==> src/rtl/scale_pkg.sv <==
// Shared fixed-point constants, step computation and FSM states for the bilinear scaler.
// Latency: n/a (declarations only).
// Backpressure: n/a.
package scale_pkg;

   localparam int              FRAC_W  = 16;
   localparam int              COEF_W  = 17;
   localparam logic [16:0]     ONE_Q16 = 17'd65536;

   typedef enum logic [2:0] {
      IDLE      = 3'd0,
      WAIT_ROWS = 3'd1,
      RUN_LINE  = 3'd2,
      LINE_END  = 3'd3,
      FRAME_END = 3'd4
   } state_t;

   // Q16 source-per-destination step, floor(src * 65536 / dst); evaluated at elaboration.
   function automatic logic [31:0] calc_step(input int unsigned src, input int unsigned dst);
      logic [47:0] num;
      logic [47:0] den;
      num = {16'd0, src} << FRAC_W;
      den = {16'd0, dst};
      return 32'(num / den);
   endfunction

endpackage

==> src/rtl/coef_delay_line.sv <==
// Delays {valid, fx, fy} so the weights line up with pixels returned by the line buffer.
// Latency: exactly RD_LAT cycles from i_vld to o_vld.
// Backpressure: none; shifts every cycle, valid bits flushed by frame_sync_n.
module coef_delay_line
   import scale_pkg::*;
#(
   parameter int RD_LAT = 1
)(
   input  logic              vin_clk,
   input  logic              rst_n,
   input  logic              frame_sync_n,
   input  logic              i_vld,
   input  logic [FRAC_W-1:0] i_fx,
   input  logic [FRAC_W-1:0] i_fy,
   output logic              o_vld,
   output logic [FRAC_W-1:0] o_fx,
   output logic [FRAC_W-1:0] o_fy
);

   logic [RD_LAT-1:0] r_vld;
   logic [FRAC_W-1:0] r_fx [RD_LAT];
   logic [FRAC_W-1:0] r_fy [RD_LAT];

   // Shift register; a frame restart only kills the valid bits, stale fractions are harmless.
   always_ff @(posedge vin_clk or negedge rst_n) begin
      if (!rst_n) begin
         r_vld <= '0;
         for (int i = 0; i < RD_LAT; i++) begin
            r_fx[i] <= '0;
            r_fy[i] <= '0;
         end
      end else if (!frame_sync_n) begin
         r_vld <= '0;
      end else begin
         r_vld[0] <= i_vld;
         r_fx[0]  <= i_fx;
         r_fy[0]  <= i_fy;
         for (int i = 1; i < RD_LAT; i++) begin
            r_vld[i] <= r_vld[i-1];
            r_fx[i]  <= r_fx[i-1];
            r_fy[i]  <= r_fy[i-1];
         end
      end
   end

   assign o_vld = r_vld[RD_LAT-1];
   assign o_fx  = r_fx[RD_LAT-1];
   assign o_fy  = r_fy[RD_LAT-1];

endmodule

==> src/rtl/bilinear_coord_gen.sv <==
// Walks destination pixels in raster order, issues 2x2 neighbour reads and emits Q1.16 weights.
// Latency: rd_en one cycle after the FSM visits RUN_LINE; weights/coo_valid RD_LAT cycles after rd_en.
// Backpressure: none downstream; upstream throttled per line on src_rows_done.
module bilinear_coord_gen
   import scale_pkg::*;
#(
   parameter int SRC_W  = 1920,
   parameter int SRC_H  = 1080,
   parameter int DST_W  = 1280,
   parameter int DST_H  = 720,
   parameter int ADDR_W = 11,
   parameter int ROW_W  = 11,
   parameter int RD_LAT = 1
)(
   input  logic              vin_clk,
   input  logic              rst_n,
   input  logic              frame_sync_n,
   input  logic [ROW_W:0]    src_rows_done,
   output logic              rd_en,
   output logic [ADDR_W-1:0] rd_x0,
   output logic [ADDR_W-1:0] rd_x1,
   output logic [ROW_W-1:0]  rd_y0,
   output logic [ROW_W-1:0]  rd_y1,
   output logic              coo_valid,
   output logic [COEF_W-1:0] coefficient1,
   output logic [COEF_W-1:0] coefficient2,
   output logic [COEF_W-1:0] coefficient3,
   output logic [COEF_W-1:0] coefficient4,
   output logic              line_done,
   output logic              frame_done,
   output logic              busy
);

   localparam int XA_W = FRAC_W + ADDR_W + 1;
   localparam int YA_W = FRAC_W + ROW_W + 1;
   localparam int XC_W = $clog2(DST_W + 1);
   localparam int YC_W = $clog2(DST_H + 1);

   localparam logic [XA_W-1:0]   STEP_X     = XA_W'(calc_step(SRC_W, DST_W));
   localparam logic [YA_W-1:0]   STEP_Y     = YA_W'(calc_step(SRC_H, DST_H));
   localparam logic [ADDR_W:0]   X_LAST     = (ADDR_W+1)'(SRC_W - 1);
   localparam logic [ROW_W:0]    Y_LAST     = (ROW_W+1)'(SRC_H - 1);
   localparam logic [ADDR_W-1:0] X_ONE      = ADDR_W'(1);
   localparam logic [ROW_W-1:0]  Y_ONE      = ROW_W'(1);
   localparam logic [ROW_W:0]    ROW_ONE    = (ROW_W+1)'(1);
   localparam logic [XC_W-1:0]   X_CNT_LAST = XC_W'(DST_W - 1);
   localparam logic [YC_W-1:0]   Y_CNT_LAST = YC_W'(DST_H - 1);
   localparam logic [XC_W-1:0]   X_CNT_ONE  = XC_W'(1);
   localparam logic [YC_W-1:0]   Y_CNT_ONE  = YC_W'(1);

   state_t             r_state;
   logic               r_armed;
   logic [XA_W-1:0]    r_x_acc;
   logic [YA_W-1:0]    r_y_acc;
   logic [XC_W-1:0]    r_dst_x;
   logic [YC_W-1:0]    r_dst_y;
   logic               r_rd_en;
   logic [ADDR_W-1:0]  r_rd_x0;
   logic [ADDR_W-1:0]  r_rd_x1;
   logic [ROW_W-1:0]   r_rd_y0;
   logic [ROW_W-1:0]   r_rd_y1;
   logic [FRAC_W-1:0]  r_fx;
   logic [FRAC_W-1:0]  r_fy;
   logic               r_line_done;
   logic               r_frame_done;
   logic               r_busy;

   logic [ADDR_W:0]    w_x_int;
   logic [ROW_W:0]     w_y_int;
   logic [ADDR_W-1:0]  w_x0;
   logic [ADDR_W-1:0]  w_x1;
   logic [ROW_W-1:0]   w_y0;
   logic [ROW_W-1:0]   w_y1;
   logic [FRAC_W-1:0]  w_fx;
   logic [FRAC_W-1:0]  w_fy;
   logic [ROW_W:0]     w_rows_need;
   logic               w_rows_ok;
   logic               w_dvld;
   logic [FRAC_W-1:0]  w_dfx;
   logic [FRAC_W-1:0]  w_dfy;

   // Integer/fraction split of the accumulators; the +1 neighbour is clamped at the right and
   // bottom edges. When the integer part is below the last index, +1 cannot wrap ADDR_W/ROW_W.
   assign w_x_int     = r_x_acc[XA_W-1:FRAC_W];
   assign w_y_int     = r_y_acc[YA_W-1:FRAC_W];
   assign w_x0        = w_x_int[ADDR_W-1:0];
   assign w_y0        = w_y_int[ROW_W-1:0];
   assign w_x1        = (w_x_int >= X_LAST) ? X_LAST[ADDR_W-1:0] : w_x0 + X_ONE;
   assign w_y1        = (w_y_int >= Y_LAST) ? Y_LAST[ROW_W-1:0]  : w_y0 + Y_ONE;
   assign w_fx        = r_x_acc[FRAC_W-1:0];
   assign w_fy        = r_y_acc[FRAC_W-1:0];

   // A line may start once the lower neighbour row has been fully written.
   assign w_rows_need = {1'b0, w_y1} + ROW_ONE;
   assign w_rows_ok   = (src_rows_done >= w_rows_need);

   // Frame sequencer: raster walk, per-line row throttling, registered strobes and addresses.
   always_ff @(posedge vin_clk or negedge rst_n) begin
      if (!rst_n) begin
         r_state      <= IDLE;
         r_armed      <= 1'b0;
         r_x_acc      <= '0;
         r_y_acc      <= '0;
         r_dst_x      <= '0;
         r_dst_y      <= '0;
         r_rd_en      <= 1'b0;
         r_rd_x0      <= '0;
         r_rd_x1      <= '0;
         r_rd_y0      <= '0;
         r_rd_y1      <= '0;
         r_fx         <= '0;
         r_fy         <= '0;
         r_line_done  <= 1'b0;
         r_frame_done <= 1'b0;
         r_busy       <= 1'b0;
      end else if (!frame_sync_n) begin
         // Restart request wins over everything; the walk resumes from (0,0) on release.
         r_state      <= IDLE;
         r_armed      <= 1'b1;
         r_rd_en      <= 1'b0;
         r_line_done  <= 1'b0;
         r_frame_done <= 1'b0;
         r_busy       <= 1'b0;
      end else begin
         r_rd_en      <= 1'b0;
         r_line_done  <= 1'b0;
         r_frame_done <= 1'b0;
         case (r_state)
            IDLE: begin
               if (r_armed) begin
                  r_armed <= 1'b0;
                  r_x_acc <= '0;
                  r_y_acc <= '0;
                  r_dst_x <= '0;
                  r_dst_y <= '0;
                  r_busy  <= 1'b1;
                  r_state <= WAIT_ROWS;
               end
            end
            WAIT_ROWS: begin
               if (w_rows_ok) begin
                  r_state <= RUN_LINE;
               end
            end
            RUN_LINE: begin
               r_rd_en <= 1'b1;
               r_rd_x0 <= w_x0;
               r_rd_x1 <= w_x1;
               r_rd_y0 <= w_y0;
               r_rd_y1 <= w_y1;
               r_fx    <= w_fx;
               r_fy    <= w_fy;
               r_x_acc <= r_x_acc + STEP_X;
               if (r_dst_x == X_CNT_LAST) begin
                  r_dst_x <= '0;
                  r_state <= LINE_END;
               end else begin
                  r_dst_x <= r_dst_x + X_CNT_ONE;
               end
            end
            LINE_END: begin
               r_line_done <= 1'b1;
               r_x_acc     <= '0;
               r_y_acc     <= r_y_acc + STEP_Y;
               if (r_dst_y == Y_CNT_LAST) begin
                  r_dst_y <= '0;
                  r_state <= FRAME_END;
               end else begin
                  r_dst_y <= r_dst_y + Y_CNT_ONE;
                  r_state <= WAIT_ROWS;
               end
            end
            FRAME_END: begin
               r_frame_done <= 1'b1;
               r_busy       <= 1'b0;
               r_state      <= IDLE;
            end
            default: begin
               r_busy  <= 1'b0;
               r_state <= IDLE;
            end
         endcase
      end
   end

   coef_delay_line #(
      .RD_LAT       (RD_LAT)
   ) u_coef_delay_line (
      .vin_clk      (vin_clk),
      .rst_n        (rst_n),
      .frame_sync_n (frame_sync_n),
      .i_vld        (r_rd_en),
      .i_fx         (r_fx),
      .i_fy         (r_fy),
      .o_vld        (w_dvld),
      .o_fx         (w_dfx),
      .o_fy         (w_dfy)
   );

   assign rd_en        = r_rd_en;
   assign rd_x0        = r_rd_x0;
   assign rd_x1        = r_rd_x1;
   assign rd_y0        = r_rd_y0;
   assign rd_y1        = r_rd_y1;
   assign line_done    = r_line_done;
   assign frame_done   = r_frame_done;
   assign busy         = r_busy;

   // Weights are forced to zero outside valid cycles; a zero fraction yields the full 65536.
   assign coo_valid    = w_dvld;
   assign coefficient1 = w_dvld ? (ONE_Q16 - {1'b0, w_dfx}) : '0;
   assign coefficient2 = w_dvld ? {1'b0, w_dfx}             : '0;
   assign coefficient3 = w_dvld ? (ONE_Q16 - {1'b0, w_dfy}) : '0;
   assign coefficient4 = w_dvld ? {1'b0, w_dfy}             : '0;

endmodule
==> config.mk <==
export PLATFORM = sky130hd
export DESIGN_NAME = bilinear_coord_gen
export DESIGN_NICKNAME = d
export VERILOG_FILES = /design/src/rtl/scale_pkg.sv /design/src/rtl/coef_delay_line.sv /design/src/rtl/bilinear_coord_gen.sv
export SDC_FILE = /design/constraint.sdc
export NUM_CORES = 1
export LEC_CHECK = 0
export ABC_AREA = 0
export BUFFER_PORTS_ARGS = -buffer_cell sky130_fd_sc_hd__buf_2
export CAP_MARGIN = 30
export CORE_MARGIN = 4
export CORE_UTILIZATION = 51
export CTS_BUF_LIST = sky130_fd_sc_hd__clkbuf_8
export CTS_CLUSTER_SIZE = 8
export DETAILED_ROUTE_END_ITERATION = 8
export PLACE_DENSITY = 0.79
export SLEW_MARGIN = 5
export SYNTH_ARGS = -nofsm -noshare
export SYNTH_HDL_FRONTEND = slang
export SYNTH_SLANG_ARGS = --single-unit
==> constraint.sdc <==
create_clock -name vin_clk -period 3.7 [get_ports vin_clk]
set_input_delay 0.74 -clock vin_clk [delete_from_list [all_inputs] [get_ports vin_clk]]
set_output_delay 0.74 -clock vin_clk [all_outputs]
set_load 0.02 [all_outputs]
## Word level (Yosys, flattened, before mapping)

Cells that the tools add are included.

- Magnitude comparators: 3
- Add/subtract/negate cells: 9
- Muxes and demuxes: 33
- Reductions and logical operators: 11
- Eq/ne operators: 12

Operators with widths:

| kind | count |
|---|---|
| case mux 28 bit (3 select lines) | 1 |
| adder 28 x 17 -> 28 bit, second input constant | 2 |
| case mux 28 bit (2 select lines) | 1 |
| two-way mux 11 bit | 4 |
| two-way mux 17 bit | 2 |
| subtractor 17 x 16 -> 17 bit, first input constant | 2 |
| adder 11 x 1 -> 11 bit, second input constant | 3 |
| two-way mux 16 bit | 2 |
| two-way mux 28 bit | 1 |
| >= comparator 12 x 11 -> 1 bit, second input constant | 2 |
| case mux 11 bit (2 select lines) | 1 |
| two-way mux 10 bit | 2 |
| case mux 10 bit (2 select lines) | 1 |
| two-way mux 3 bit | 5 |
| adder 11 x 1 -> 12 bit, second input constant | 1 |
| >= comparator 12 bit | 1 |
| case mux 3 bit (4 select lines) | 1 |
| AND reduction 3 bit | 4 |
| == test 11 bit, second input constant | 1 |
| two-way mux 1 bit | 11 |
| adder 10 x 1 -> 10 bit, second input constant | 1 |
| == test 10 bit, second input constant | 1 |
| != test 3 bit, second input constant | 3 |
| == test 3 x 2 -> 1 bit, second input constant | 2 |
| 10 further kinds | 13 |

- Register bits: 194
- Output and inout port bits: 117
- Input bits: 15

## Longest topological paths before layout

- Depth after elaboration: 7
- Mapped depth: 18
- Gate-level depth less buffers: 17

## Cells and area by module

Synthesis repeated with hierarchy kept, for this count alone.

- Cell total of the unflattened synthesis: 829
- Area, all modules: 7656.1 µm²

By module, submodules not included:

| module | seq. area each (µm²) | times used | cells an instance | area each (µm²) |
|---|---|---|---|---|
| bilinear_coord_gen | 2527.4 | 1 | 759 | 6283.5 |
| coef_delay_line | 825.8 | 1 | 70 | 1372.6 |

## Worst setup path before layout

OpenSTA, ideal clock, no wires.

- Path kind: register to register
- Start: register r_y_acc[24]
- End: register r_state[0]
- Setup slack: 0.200 ns
- Data arrival time: 3.435 ns
- Buffers on the path: 2
- Setup time: 0.065 ns
- Cell stages (with the launch flop): 17
- Cells stage by stage: dfrtp_1 -> buf_6 -> o41a_1 -> or3_1 -> buf_6 -> nor2_1 -> inv_1 -> ha_1 -> nand4b_1 -> o31a_2 -> nor3_1 -> mux2_2 -> ha_1 -> and4_1 -> and2_0 -> a221oi_1 -> a31o_2

- Cells in the longest elaborated chain, start to end: 6

RTL lines:

| element | RTL line | source |
|---|---|---|
| start, declared | bilinear_coord_gen.sv:54 | `logic [YA_W-1:0] r_y_acc;` |
| start signal, assigned | bilinear_coord_gen.sv:164 | `r_y_acc <= r_y_acc + STEP_Y;` |
| >= comparator 12 x 11 -> 1 bit | bilinear_coord_gen.sv:89 | `assign w_y1 = (w_y_int >= Y_LAST) ? Y_LAST[ROW_W-1:0] : w_y0 + Y_ONE;` |
| two-way mux 11 bit | bilinear_coord_gen.sv:89 |  |
| net w_y1[0] | bilinear_coord_gen.sv:73 | `logic [ROW_W-1:0] w_y1;` |
| adder 11 x 1 -> 12 bit | bilinear_coord_gen.sv:94 | `assign w_rows_need = {1'b0, w_y1} + ROW_ONE;` |
| >= comparator 12 bit | bilinear_coord_gen.sv:95 | `assign w_rows_ok = (src_rows_done >= w_rows_need);` |
| != test 3 bit (no source line) | n/a |  |
| AND reduction 3 bit (no source line) | n/a |  |
| end signal, assigned | bilinear_coord_gen.sv:100 | `r_state <= IDLE;` |
| end signal, assigned | bilinear_coord_gen.sv:118 | `r_state <= IDLE;` |
| end signal, assigned | bilinear_coord_gen.sv:137 | `r_state <= WAIT_ROWS;` |
| end, declared | bilinear_coord_gen.sv:51 | `state_t r_state;` |

The timed path passes the listed nets, and every way through them passes these cells.
A chain may end at the register's enable or synchronous reset.

## Worst setup path in the final report

- Start: register r_y_acc[25]
- End: register r_state[0]

The elaborated chain is that of the path after synthesis.

==> results by group <==
Power
  • VDD IR-drop max: 0.223 mV
  • Combinational share of power: 32.2%
  • Total Power: 3.31 mW
  • Clock Power Share: 22.8%
  • Power per cell area: 511 mW/mm^2
  • P_int: 2.04 mW
  • Leakage: 3.19 nW
  • Share of power burned in registers: 44.9%
  • Switch Pwr: 1.27 mW
  • Switching Share: 38.5%

Global routing
  • Pin count of the biggest net entering global routing: 63
  • Initial antenna violation count: 0
  • First-pass GRT wire length: 21.7 mm
  • GRT Util Overall: 20.0%
  • Grt total ovfl: 0
  • Number of global-route vias before repair: 4,506

Logic synthesis
  • Largest area contributor in the netlist: dfrtp_1
  • Post-synthesis xor/xnor area fraction: 5.17%
  • YS warnings: 0
  • Synth Area per Inst: 8.98 um^2
  • Unique cell type count in the Yosys netlist: 59
  • EDFF count, synth: 0
  • Mapped Cells: 661
  • Sequential area share after synthesis: 43.9%
  • Adder-Cell Fraction of Synth Area: 4.43%
  • Ys async rst share: 100%
  • Post-synthesis compound-gate area fraction: 12.4%
  • Most frequent cells after synthesis: 106 x nand2_1, 104 x dfrtp_1, 63 x buf_4
  • Count leader, synth: nand2_1
  • Post-synthesis mux area share: 1.79%
  • Post-Synth Simple-Gate Area: 20.7%
  • Largest family of logic cells by synthesized area: simple AND/OR/NAND/NOR gates
  • Synth top area cells: dfrtp_1 44%, buf_4 8.0%, nand2_1 6.7%, ha_1 4.4%, o21ai_0 3.7%
  • Post-Syn Area: 0.00593 mm^2
  • Share of Yosys cell area claimed by the top area cell type: 43.9%
  • Predominant post-synthesis flop cell: dfrtp_1
  • Yosys reg bits: 104

Placed design
  • Placed Area: 0.00620 mm^2
  • Routability Congestion: 0.953
  • Hpwl dp: 9.47 mm
  • # port buffers: 69
  • Cells after DPL: 855
  • Place WS: 0.0162 ns

Die
  • Ports: 132
  • Starting Density: 52.0%
  • Core box area: 0.0114 mm^2
  • Row count: 39
  • Chip Width: 116 um
  • Die area: 0.0134 mm^2
  • Die height: 116 um

CTS
  • Hold_buf cts: 0
  • Clock Latency Late Sink: 0.39 ns
  • CTS buffer count: 9
  • H-tree level count: 3
  • Clk slew on worst S/H paths: 0.10 ns
  • Clk buf depth: 2
  • Clock Tree Root: clkbuf_8
  • CTS tree: built
  • # clock sinks: 104

Setup path
  • Worst setup EP type: register
  • R2r setup slk: 0.19 ns
  • Critical Path RT: 4.03 ns
  • Worst Setup Start Kind: register
  • Data arrival time of the critical path: 3.84 ns
  • Crit path max fanout: 5
  • WS Path Type: register to register

Timing
  • Setup TNS Final: 0 ns
  • Period minus WS final: 3.51 ns
  • Final Hold Viols: 0
  • Max-slew violation count: 0
  • RSZ-0062 raised after global routing: no
  • Peak Freq: 285 MHz
  • Final Skew: 0.0148 ns
  • Worst Tran Pin Value: 0.969 ns
  • Worst hold slack: 0.444 ns
  • Final setup margin: 0.190 ns
  • Slew headroom: 35.1%
  • Final period util: 94.9%
  • Final setup viols: 0

Cells and area
  • Design Area, Final: 0.00647 mm^2
  • Fillers: 1,022
  • Number of diodes: 0
  • Fin cells: 874
  • Nets: 762
  • Syn-to-layout area delta: 9.09%
  • Final core occ: 56.7%
  • Ratio of cells with drive above 1 in the final layout: 17.5%

Routing
  • DR DRC count: 0
  • Detailed Route WL: 13.0 mm
  • Drt pass-1 iters: 5
  • DR vias: 4,704
  • DRT antenna net count: 0
  • Vias per cell: 5.38
  • Routed WL per cell: 14.9 um
  • First-iteration detailed-routing DRC count: 379

Flow run
  • Max Cap Violations: 0

Status
  • Status: completed

Min path
  • Min-Delay Path Class: input port to async pin
-- logic make-up (layout without fill, tap and decap cells) --
kind of cell	after synthesis	after routing
and+or+nand+nor	261	261
AOI/OAI and AO/OA	118	118
buffers and inverters	110	119
DFF	104	104
xor gates and xnor gates	35	35
adders and majority gates	21	21
muxes	10	10
other	2	63
-- path summary, 6_finish.rpt --
path	from	end	cells past startpoint
max reg2reg	r_y_acc[25]	r_state[0]	14
max	r_y_acc[25]	r_state[0]	14
min	rst_n	rd_y0[1]	1
min reg2reg	rd_y0[9]	rd_y0[9]	2
max in group asynchronous	rst_n	rd_x0[8]	2
min in group vin_clk	rd_y0[9]	rd_y0[9]	2
-- sequential cells by signal (all words and copies together), names as in the netlist --
| register | cells |
|---|---|
| u_coef_delay_line.o_vld | 1 |
| r_state | 3 |
| rd_y1 | 11 |
| r_dst_x | 11 |
| u_coef_delay_line.o_fy | 1 |
| r_armed | 1 |
| busy | 1 |
| r_y_acc | 13 |
| frame_done | 1 |
| r_x_acc | 13 |
| rd_x1 | 11 |
| r_fy | 1 |
| line_done | 1 |
| rd_x0 | 11 |
| rd_y0 | 11 |
| u_coef_delay_line.o_fx | 1 |
| r_dst_y | 10 |
| rd_en | 1 |
| r_fx | 1 |
-- area by class of cell --
class                           instances  area (um^2)  area share, %
Multi-Input combinational cell        508         2910           45.0
Sequential cell                       104         2610           40.2
Timing Repair Buffer                   89          510           7.89
Tap cell                              143          179           2.76
Clock buffer                           11          151           2.34
Clock inverter                          5         61.3          0.947
Inverter                               14         52.6          0.812
-- what timing repair did --
item,CTS,global route
pin swaps,0,1
buffers inserted,0,3
setup endpoints to repair,2,2
gates resized for setup,1,8
-- cell usage in the layout (no fill, tap or decap), drive strengths merged, types with 20 or more instances in the layout --
master | netlist | final
o21ai | 44 | 44
a31oi | 21 | 21
dfrtp | 104 | 104
nor2 | 50 | 50
ha | 21 | 21
buf | 72 | 89
nand2 | 106 | 106
nand3 | 25 | 25
xnor2 | 20 | 20
conb | 2 | 63
-- metal layers --
metal	global-route usage (%)	up-vias	share of wire, %
met5	0	-	0
met2	33.0	157	49
met3	3.81	14	5.5
met4	6.19	0	1.2
met1	26.8	2262	44
li1	-	2271	-
-- power groups by stage --
stage	Combinational (mW)	Clock [mW]	Sequential (mW)
finish	1.07	0.756	1.49
global route	1.20	0.823	1.52
global placement	1.03	0	1.50
floorplan	0.662	0	1.59
detailed placement	1.06	0	1.51
CTS	1.06	0.775	1.49
-- critical path, stage by stage, from the launching register on --
cell	delay [ns]
dfrtp_2	0.44
o41a_1	0.43
or3_1	0.40
nor2_2	0.12
inv_1	0.05
ha_1	0.23
nand4b_1	0.11
o31a_2	0.20
nor3_2	0.06
mux2_2	0.29
ha_1	0.29
and4_1	0.21
and2_0	0.17
a221oi_2	0.31
a31o_2	0.14
Power figures use the tool's default switching activity.
